$ cat config.mk
export PLATFORM = sky130hd
export DESIGN_NAME = spi_slave_tx_flat
export DESIGN_NICKNAME = d
export VERILOG_FILES = /design/src/rtl/spi_pkg.sv /design/src/rtl/spi_slave_tx_if.sv /design/src/rtl/sync_ff.sv /design/src/rtl/spi_slave_tx.sv /design/src/flat_wrapper.sv
export SDC_FILE = /design/constraint.sdc
export NUM_CORES = 1
export LEC_CHECK = 0
export ABC_CLOCK_PERIOD_IN_PS = 6940
export BUFFER_PORTS_ARGS = -buffer_cell sky130_fd_sc_hd__buf_2
export CAP_MARGIN = 20
export CORE_MARGIN = 2
export CORE_UTILIZATION = 60
export DETAILED_ROUTE_END_ITERATION = 6
export PLACE_DENSITY = 0.81
export SYNTH_ARGS = -nofsm -noshare
export SYNTH_HDL_FRONTEND = slang
export SYNTH_SLANG_ARGS = --single-unit
$ cat constraint.sdc
create_clock -name clk -period 6.94 [get_ports clk]
set_input_delay 0.694 -clock clk [delete_from_list [all_inputs] [get_ports clk]]
set_output_delay 0.694 -clock clk [all_outputs]
set_load 0.1 [all_outputs]
$ cat src/rtl/spi_pkg.sv
// spi_pkg: shared constants and types for the SPI responder path.
//   SPI_DATA_W     default frame width in bits
//   MSB_FIRST      bit order on the wire
//   spi_tx_state_t transmitter states (IDLE, SHIFT, DRAIN)
package spi_pkg;

  localparam int SPI_DATA_W = 16;
  localparam bit MSB_FIRST  = 1'b1;

  typedef enum logic [1:0] {
    IDLE,
    SHIFT,
    DRAIN
  } spi_tx_state_t;

endpackage

$ cat src/rtl/spi_slave_tx_if.sv
// spi_slave_tx_if: bundles the parallel sample handshake, the SPI pins and
// the status pulses of the SPI responder.
//   slave  modport : view of the responder (spi_slave_tx)
//   master modport : view of the sample source / host model
interface spi_slave_tx_if
  import spi_pkg::*;
#(
  parameter int DATA_W = SPI_DATA_W
);

  logic [DATA_W-1:0] data_in;
  logic              data_valid;
  logic              data_ready;
  logic              spi_sck;
  logic              spi_cs_n;
  logic              spi_miso;
  logic              spi_miso_oe;
  logic              frame_done;
  logic              frame_abort;
  logic              underrun;
  logic              overrun;

  modport slave (
    input  data_in, data_valid, spi_sck, spi_cs_n,
    output data_ready, spi_miso, spi_miso_oe,
    output frame_done, frame_abort, underrun, overrun
  );

  modport master (
    output data_in, data_valid, spi_sck, spi_cs_n,
    input  data_ready, spi_miso, spi_miso_oe,
    input  frame_done, frame_abort, underrun, overrun
  );

endinterface

$ cat src/rtl/sync_ff.sv
// sync_ff: single-bit multi-flop synchronizer for asynchronous pins.
//   clk  in   destination clock
//   d    in   asynchronous input
//   q    out  synchronized output, STAGES clk later
// No reset: the chain must keep tracking the pin through a reset so that a
// pin already held low does not look like a fresh edge once reset releases.
module sync_ff #(
  parameter int STAGES = 2
) (
  input  logic clk,
  input  logic d,
  output logic q
);

  logic [STAGES-1:0] chain;

  always_ff @(posedge clk) begin
    chain <= {chain[STAGES-2:0], d};
  end

  assign q = chain[STAGES-1];

endmodule

$ cat src/rtl/spi_slave_tx.sv
// spi_slave_tx: SPI Mode-0 responder returning filtered samples to the host.
// SCK and CS_n are oversampled in the clk domain; nothing runs on SCK.
//   clk, rst           system clock, synchronous active-high reset
//   bus.data_in/valid  sample word and its single-cycle strobe
//   bus.data_ready     holding register empty (writes are never refused)
//   bus.spi_sck/cs_n   host clock and chip select (asynchronous)
//   bus.spi_miso/_oe   serial data and its tri-state enable
//   bus.frame_done     full DATA_W-bit frame completed
//   bus.frame_abort    CS_n rose before DATA_W bits
//   bus.underrun       frame started with no fresh word (last word resent)
//   bus.overrun        unread held word overwritten
module spi_slave_tx
  import spi_pkg::*;
#(
  parameter int DATA_W      = SPI_DATA_W,
  parameter int SYNC_STAGES = 2
) (
  input  logic clk,
  input  logic rst,
  spi_slave_tx_if.slave bus
);

  localparam int               CNT_W    = $clog2(DATA_W + 1);
  localparam logic [CNT_W-1:0] CNT_LAST = CNT_W'(DATA_W - 1);
  localparam int               OUT_BIT  = MSB_FIRST ? DATA_W - 1 : 0;

  logic sck_s, cs_n_s, sck_d, cs_n_d;
  logic sck_rise, sck_fall, cs_fall, cs_rise;

  spi_tx_state_t     state_q, state_nx;
  logic [DATA_W-1:0] shift_q, shift_nx;
  logic [DATA_W-1:0] hold_q, hold_nx;
  logic [DATA_W-1:0] last_q, last_nx;
  logic              hold_full_q, hold_full_nx;
  logic [CNT_W-1:0]  cnt_q, cnt_nx;
  logic              done_q, done_nx, abort_q, abort_nx;
  logic              under_q, under_nx, over_q, over_nx;
  logic              load;

  sync_ff #(.STAGES(SYNC_STAGES)) u_sync_sck (
    .clk (clk),
    .d   (bus.spi_sck),
    .q   (sck_s)
  );

  sync_ff #(.STAGES(SYNC_STAGES)) u_sync_cs_n (
    .clk (clk),
    .d   (bus.spi_cs_n),
    .q   (cs_n_s)
  );

  // Edge-detect stage: one extra flop behind each synchronizer
  always_ff @(posedge clk) begin
    sck_d  <= sck_s;
    cs_n_d <= cs_n_s;
  end

  assign sck_rise = sck_s & ~sck_d;
  assign sck_fall = ~sck_s & sck_d;
  assign cs_fall  = ~cs_n_s & cs_n_d;
  assign cs_rise  = cs_n_s & ~cs_n_d;

  // A frame start takes priority over a coincident sck_rise, which is simply
  // not counted because only SHIFT counts edges.
  assign load = (state_q == IDLE) && cs_fall;

  always_comb begin
    state_nx     = state_q;
    shift_nx     = shift_q;
    hold_nx      = hold_q;
    last_nx      = last_q;
    hold_full_nx = hold_full_q;
    cnt_nx       = cnt_q;
    done_nx      = 1'b0;
    abort_nx     = 1'b0;
    under_nx     = 1'b0;
    over_nx      = 1'b0;

    if (load) begin
      if (hold_full_q) begin
        shift_nx     = hold_q;
        last_nx      = hold_q;
        // A strobe in the load cycle refills the slot just vacated
        hold_full_nx = bus.data_valid;
        if (bus.data_valid) hold_nx = bus.data_in;
      end else if (bus.data_valid) begin
        shift_nx = bus.data_in;
        last_nx  = bus.data_in;
      end else begin
        shift_nx = last_q;
        under_nx = 1'b1;
      end
      cnt_nx   = '0;
      state_nx = SHIFT;
    end else if (bus.data_valid) begin
      over_nx      = hold_full_q;
      hold_nx      = bus.data_in;
      hold_full_nx = 1'b1;
    end

    case (state_q)
      SHIFT: begin
        if (cs_rise) begin
          abort_nx = 1'b1;
          state_nx = IDLE;
        end else begin
          if (sck_rise) begin
            cnt_nx = cnt_q + 1'b1;
            if (cnt_q == CNT_LAST) state_nx = DRAIN;
          end
          if (sck_fall) begin
            shift_nx = MSB_FIRST ? {shift_q[DATA_W-2:0], 1'b0}
                                 : {1'b0, shift_q[DATA_W-1:1]};
          end
        end
      end
      DRAIN: begin
        if (cs_rise) begin
          done_nx  = 1'b1;
          state_nx = IDLE;
        end
      end
      default: ;
    endcase
  end

  // State / control register stage
  always_ff @(posedge clk) begin
    if (rst) begin
      state_q     <= IDLE;
      hold_full_q <= 1'b0;
      shift_q     <= '0;
      last_q      <= '0;
      cnt_q       <= '0;
      done_q      <= 1'b0;
      abort_q     <= 1'b0;
      under_q     <= 1'b0;
      over_q      <= 1'b0;
    end else begin
      state_q     <= state_nx;
      hold_full_q <= hold_full_nx;
      shift_q     <= shift_nx;
      last_q      <= last_nx;
      cnt_q       <= cnt_nx;
      done_q      <= done_nx;
      abort_q     <= abort_nx;
      under_q     <= under_nx;
      over_q      <= over_nx;
    end
  end

  // Holding data is qualified by hold_full_q and needs no reset
  always_ff @(posedge clk) begin
    hold_q <= hold_nx;
  end

  assign bus.spi_miso    = (state_q == SHIFT) ? shift_q[OUT_BIT] : 1'b0;
  assign bus.spi_miso_oe = (state_q != IDLE);
  assign bus.data_ready  = ~hold_full_q;
  assign bus.frame_done  = done_q;
  assign bus.frame_abort = abort_q;
  assign bus.underrun    = under_q;
  assign bus.overrun     = over_q;

endmodule

$ cat src/flat_wrapper.sv
// flat-port wrapper written by rule: the top's interface ports become plain ports
module spi_slave_tx_flat import spi_pkg::*;
#(
  parameter int DATA_W      = SPI_DATA_W,
  parameter int SYNC_STAGES = 2
)
  (clk, rst, bus_data_in, bus_data_valid, bus_spi_sck, bus_spi_cs_n, bus_data_ready, bus_spi_miso, bus_spi_miso_oe, bus_frame_done, bus_frame_abort, bus_underrun, bus_overrun);
  spi_slave_tx_if #(.DATA_W(DATA_W)) bus_i ();
  input  logic clk;
  input  logic rst;
  input wire logic [$bits(bus_i.data_in)-1:0] bus_data_in;
  input wire logic [$bits(bus_i.data_valid)-1:0] bus_data_valid;
  input wire logic [$bits(bus_i.spi_sck)-1:0] bus_spi_sck;
  input wire logic [$bits(bus_i.spi_cs_n)-1:0] bus_spi_cs_n;
  output wire logic [$bits(bus_i.data_ready)-1:0] bus_data_ready;
  output wire logic [$bits(bus_i.spi_miso)-1:0] bus_spi_miso;
  output wire logic [$bits(bus_i.spi_miso_oe)-1:0] bus_spi_miso_oe;
  output wire logic [$bits(bus_i.frame_done)-1:0] bus_frame_done;
  output wire logic [$bits(bus_i.frame_abort)-1:0] bus_frame_abort;
  output wire logic [$bits(bus_i.underrun)-1:0] bus_underrun;
  output wire logic [$bits(bus_i.overrun)-1:0] bus_overrun;
  assign bus_i.data_in = bus_data_in;
  assign bus_i.data_valid = bus_data_valid;
  assign bus_i.spi_sck = bus_spi_sck;
  assign bus_i.spi_cs_n = bus_spi_cs_n;
  assign bus_data_ready = bus_i.data_ready;
  assign bus_spi_miso = bus_i.spi_miso;
  assign bus_spi_miso_oe = bus_i.spi_miso_oe;
  assign bus_frame_done = bus_i.frame_done;
  assign bus_frame_abort = bus_i.frame_abort;
  assign bus_underrun = bus_i.underrun;
  assign bus_overrun = bus_i.overrun;
  spi_slave_tx #(.DATA_W(DATA_W), .SYNC_STAGES(SYNC_STAGES)) u_core (.clk(clk), .rst(rst), .bus(bus_i));
endmodule
==> results.txt <==
Worst ir drop on vdd: 0.237 mV
H-tree levels: 3
Area contributors post-synth: dfxtp_1 35%, edfxtp_1 17%, nand2_1 7.0%
Die area: 5320 µm²
CTS sink cnt: 66
Most common cell in the synthesized netlist: nand2_1
Diodes inserted: 0
Clk root buf: clkbuf_8
Leading area contributor after synthesis: dfxtp_1
Finished Core Util: 66.6%
Top post-synthesis cells by count: 53 x nand2_1, 50 x dfxtp_1, 18 x a21oi_1, 18 x mux2i_1, 16 x edfxtp_1
Final period util: 35.0%
Clock Path Buffers: 2
Area Overhead vs Synth: 8.96%
Post-synthesis cell count: 266
Number of vias per cell: 5.79
Routability cong.: 0.761
IO buf count: 27
CP Capture Type: output pin
Status: finished, final reports clean
GRT Resource Usage Total: 21.2%
Max Cap Violations: 0
Vias in the first global route: 1760
Fill count: 353
Syn_area_per_cell: 10.7 µm²
WL per Instance: 15.0 µm
Drt pass-1 iters: 4
Synth warnings: 0
Setup_tns: 0 ns
Worst-Skew Late Latency: 0.34 ns
Critical Path Fanout Max: 9
Seq/Total Area, Yosys: 52.0%
1st-iter DRT viols: 164
Syn Nets: 292
Pin count of the biggest net entering global routing: 45
Final Worst Setup Slack: 4.51 ns
Number of synthesized flops with an enable pin: 16
Top_reg_cell synth: dfxtp_1
Total grt overflow: 0
Synth Register Bits: 66
Post-CTS resize count: 0
Post-detail-place hpwl: 3.27 mm
Startpoint types: flop
Final setup fails: 0
Synth top area share: 35.1%
Die Wd: 72.9 µm
WS Path Type: reg -> out
Critical path data arrival time: 1.73 ns
TritonCTS Buffers: 9
Fin crit period: 2.43 ns
Reg clk slew, reported paths: 0.07 ns
Num rows: 25
Post-CTS setup buffers: 0
Final Max Tran Viols: 0
Via count: 2003
Max-slew headroom: 39.9%
Height of the die: 72.9 µm
Fin nets: 313
Hold_ws: 0.326 ns
WL final: 5.20 mm
IO Count: 28
Initial antenna violation count: 0
CTS Hold Bufs: 0
First-pass GRT wire length: 8.54 mm
Final antenna-violating net count: 0
Asr flop ratio synth: 0%
Worst Path Required: 6.25 ns
Max Fclk: 412 MHz
CORE AREA: 4660 µm²
Post-synthesis instance area: 2850 µm²
Setup WS pre-CTS: 4.59 ns
Post-Route Skew: 0.00773 ns
RSZ-0062 raised after global routing: false
Power Dens Cells: 262 nW/µm²
Class of the worst hold path: reg -> reg
Final hold viol count: 0
Starting Density: 61.2%
CTS tree: built
Worst-Margin Slew: 0.902 ns
DRC viols: 0
Distinct cell type count after synthesis: 40
Share of cells above drive strength 1: 22.9%
P_leak: 0.00126 µW
## metrics by stage
stage | power (µW) | std cells | instance area (µm²)
final | 814 | 346 | 3110
after floorplan | 504 | 266 | 2850
after global routing | 848 | 346 | 3110
after CTS | 819 | 346 | 3110
after detailed placement | 521 | 330 | 2930
after global placement | 518 | 330 | 2930
## placed cells by master (no fill, tap or decap), types with 6 or more instances in the layout
cell	instances
a21oi_1	18
nand2_1	53
dfxtp_1	50
clkbuf_8	9
mux2i_1	18
a311oi_1	6
a311oi_2	9
edfxtp_1	16
buf_2	27
o211ai_1	9
o211ai_2	7
nor2_1	13
## layout make-up
cell class,instances,area [µm²],area share (%)
timing repair buffer,30,158,5.08
clock buffer,12,135,4.35
inverter,6,22.5,0.725
clock inverter,4,43.8,1.41
sequential,66,1480,47.7
multi-input combinational,174,1200,38.6
tap,54,67.6,2.18
## where the power goes
part           total, µW  internal (µW)  switching, µW
Combinational       86.8           29.2           57.5
Clock                301            164            137
Sequential           426            416           10.3
Total                814            609            205
## critical path, cell delays in order (launching register included)
cell	delay (ns)
dfxtp_1	0.33
inv_1	0.09
ha_1	0.38
and2_1	0.18
buf_2	0.42
## routing by layer
metal / GRT usage, % / part of all wire, %
met1: 30.4 / 48
met2: 30.0 / 47
met3: 6.77 / 4.9
met4: 8.02 / 0.85
met5: 0 / 0
## flip-flops by register name, summed over array words and instances (netlist names)
| name | flops |
|---|---|
| u_core.u_sync_cs_n.chain | 2 |
| u_core.sck_d | 1 |
| u_core.cs_n_d | 1 |
| u_core.bus.underrun | 1 |
| u_core.bus.overrun | 1 |
| u_core.cnt_q | 5 |
| u_core.shift_q | 16 |
| u_core.state_q | 2 |
| u_core.hold_q | 16 |
| u_core.last_q | 16 |
| u_core.bus.frame_done | 1 |
| u_core.u_sync_sck.chain | 2 |
| u_core.hold_full_q | 1 |
| u_core.bus.frame_abort | 1 |
## cell families (layout without fill, tap and decap cells)
group           count (synthesis)  in the layout  synth area share (%)
simple gates                   90             90                  15.5
flops                          66             66                  52.0
compound gates                 61             61                  18.0
buf+inv                        26             52                  6.01
mux                            18             18                  6.32
fa+ha+maj                       5              5                  2.19
## path summary, 6_finish.rpt
kind	from	endpoint	slack [ns]	cells past startpoint
worst min register to register	u_core.u_sync_sck.chain[0]	u_core.u_sync_sck.chain[1]	0.33	0
worst min-delay path	u_core.u_sync_sck.chain[0]	u_core.u_sync_sck.chain[1]	0.33	0
worst max register to register	u_core.state_q[1]	u_core.hold_q[8]	4.76	6
worst max-delay path	u_core.state_q[1]	bus_spi_miso	4.51	4
Power figures use the tool's default switching activity.
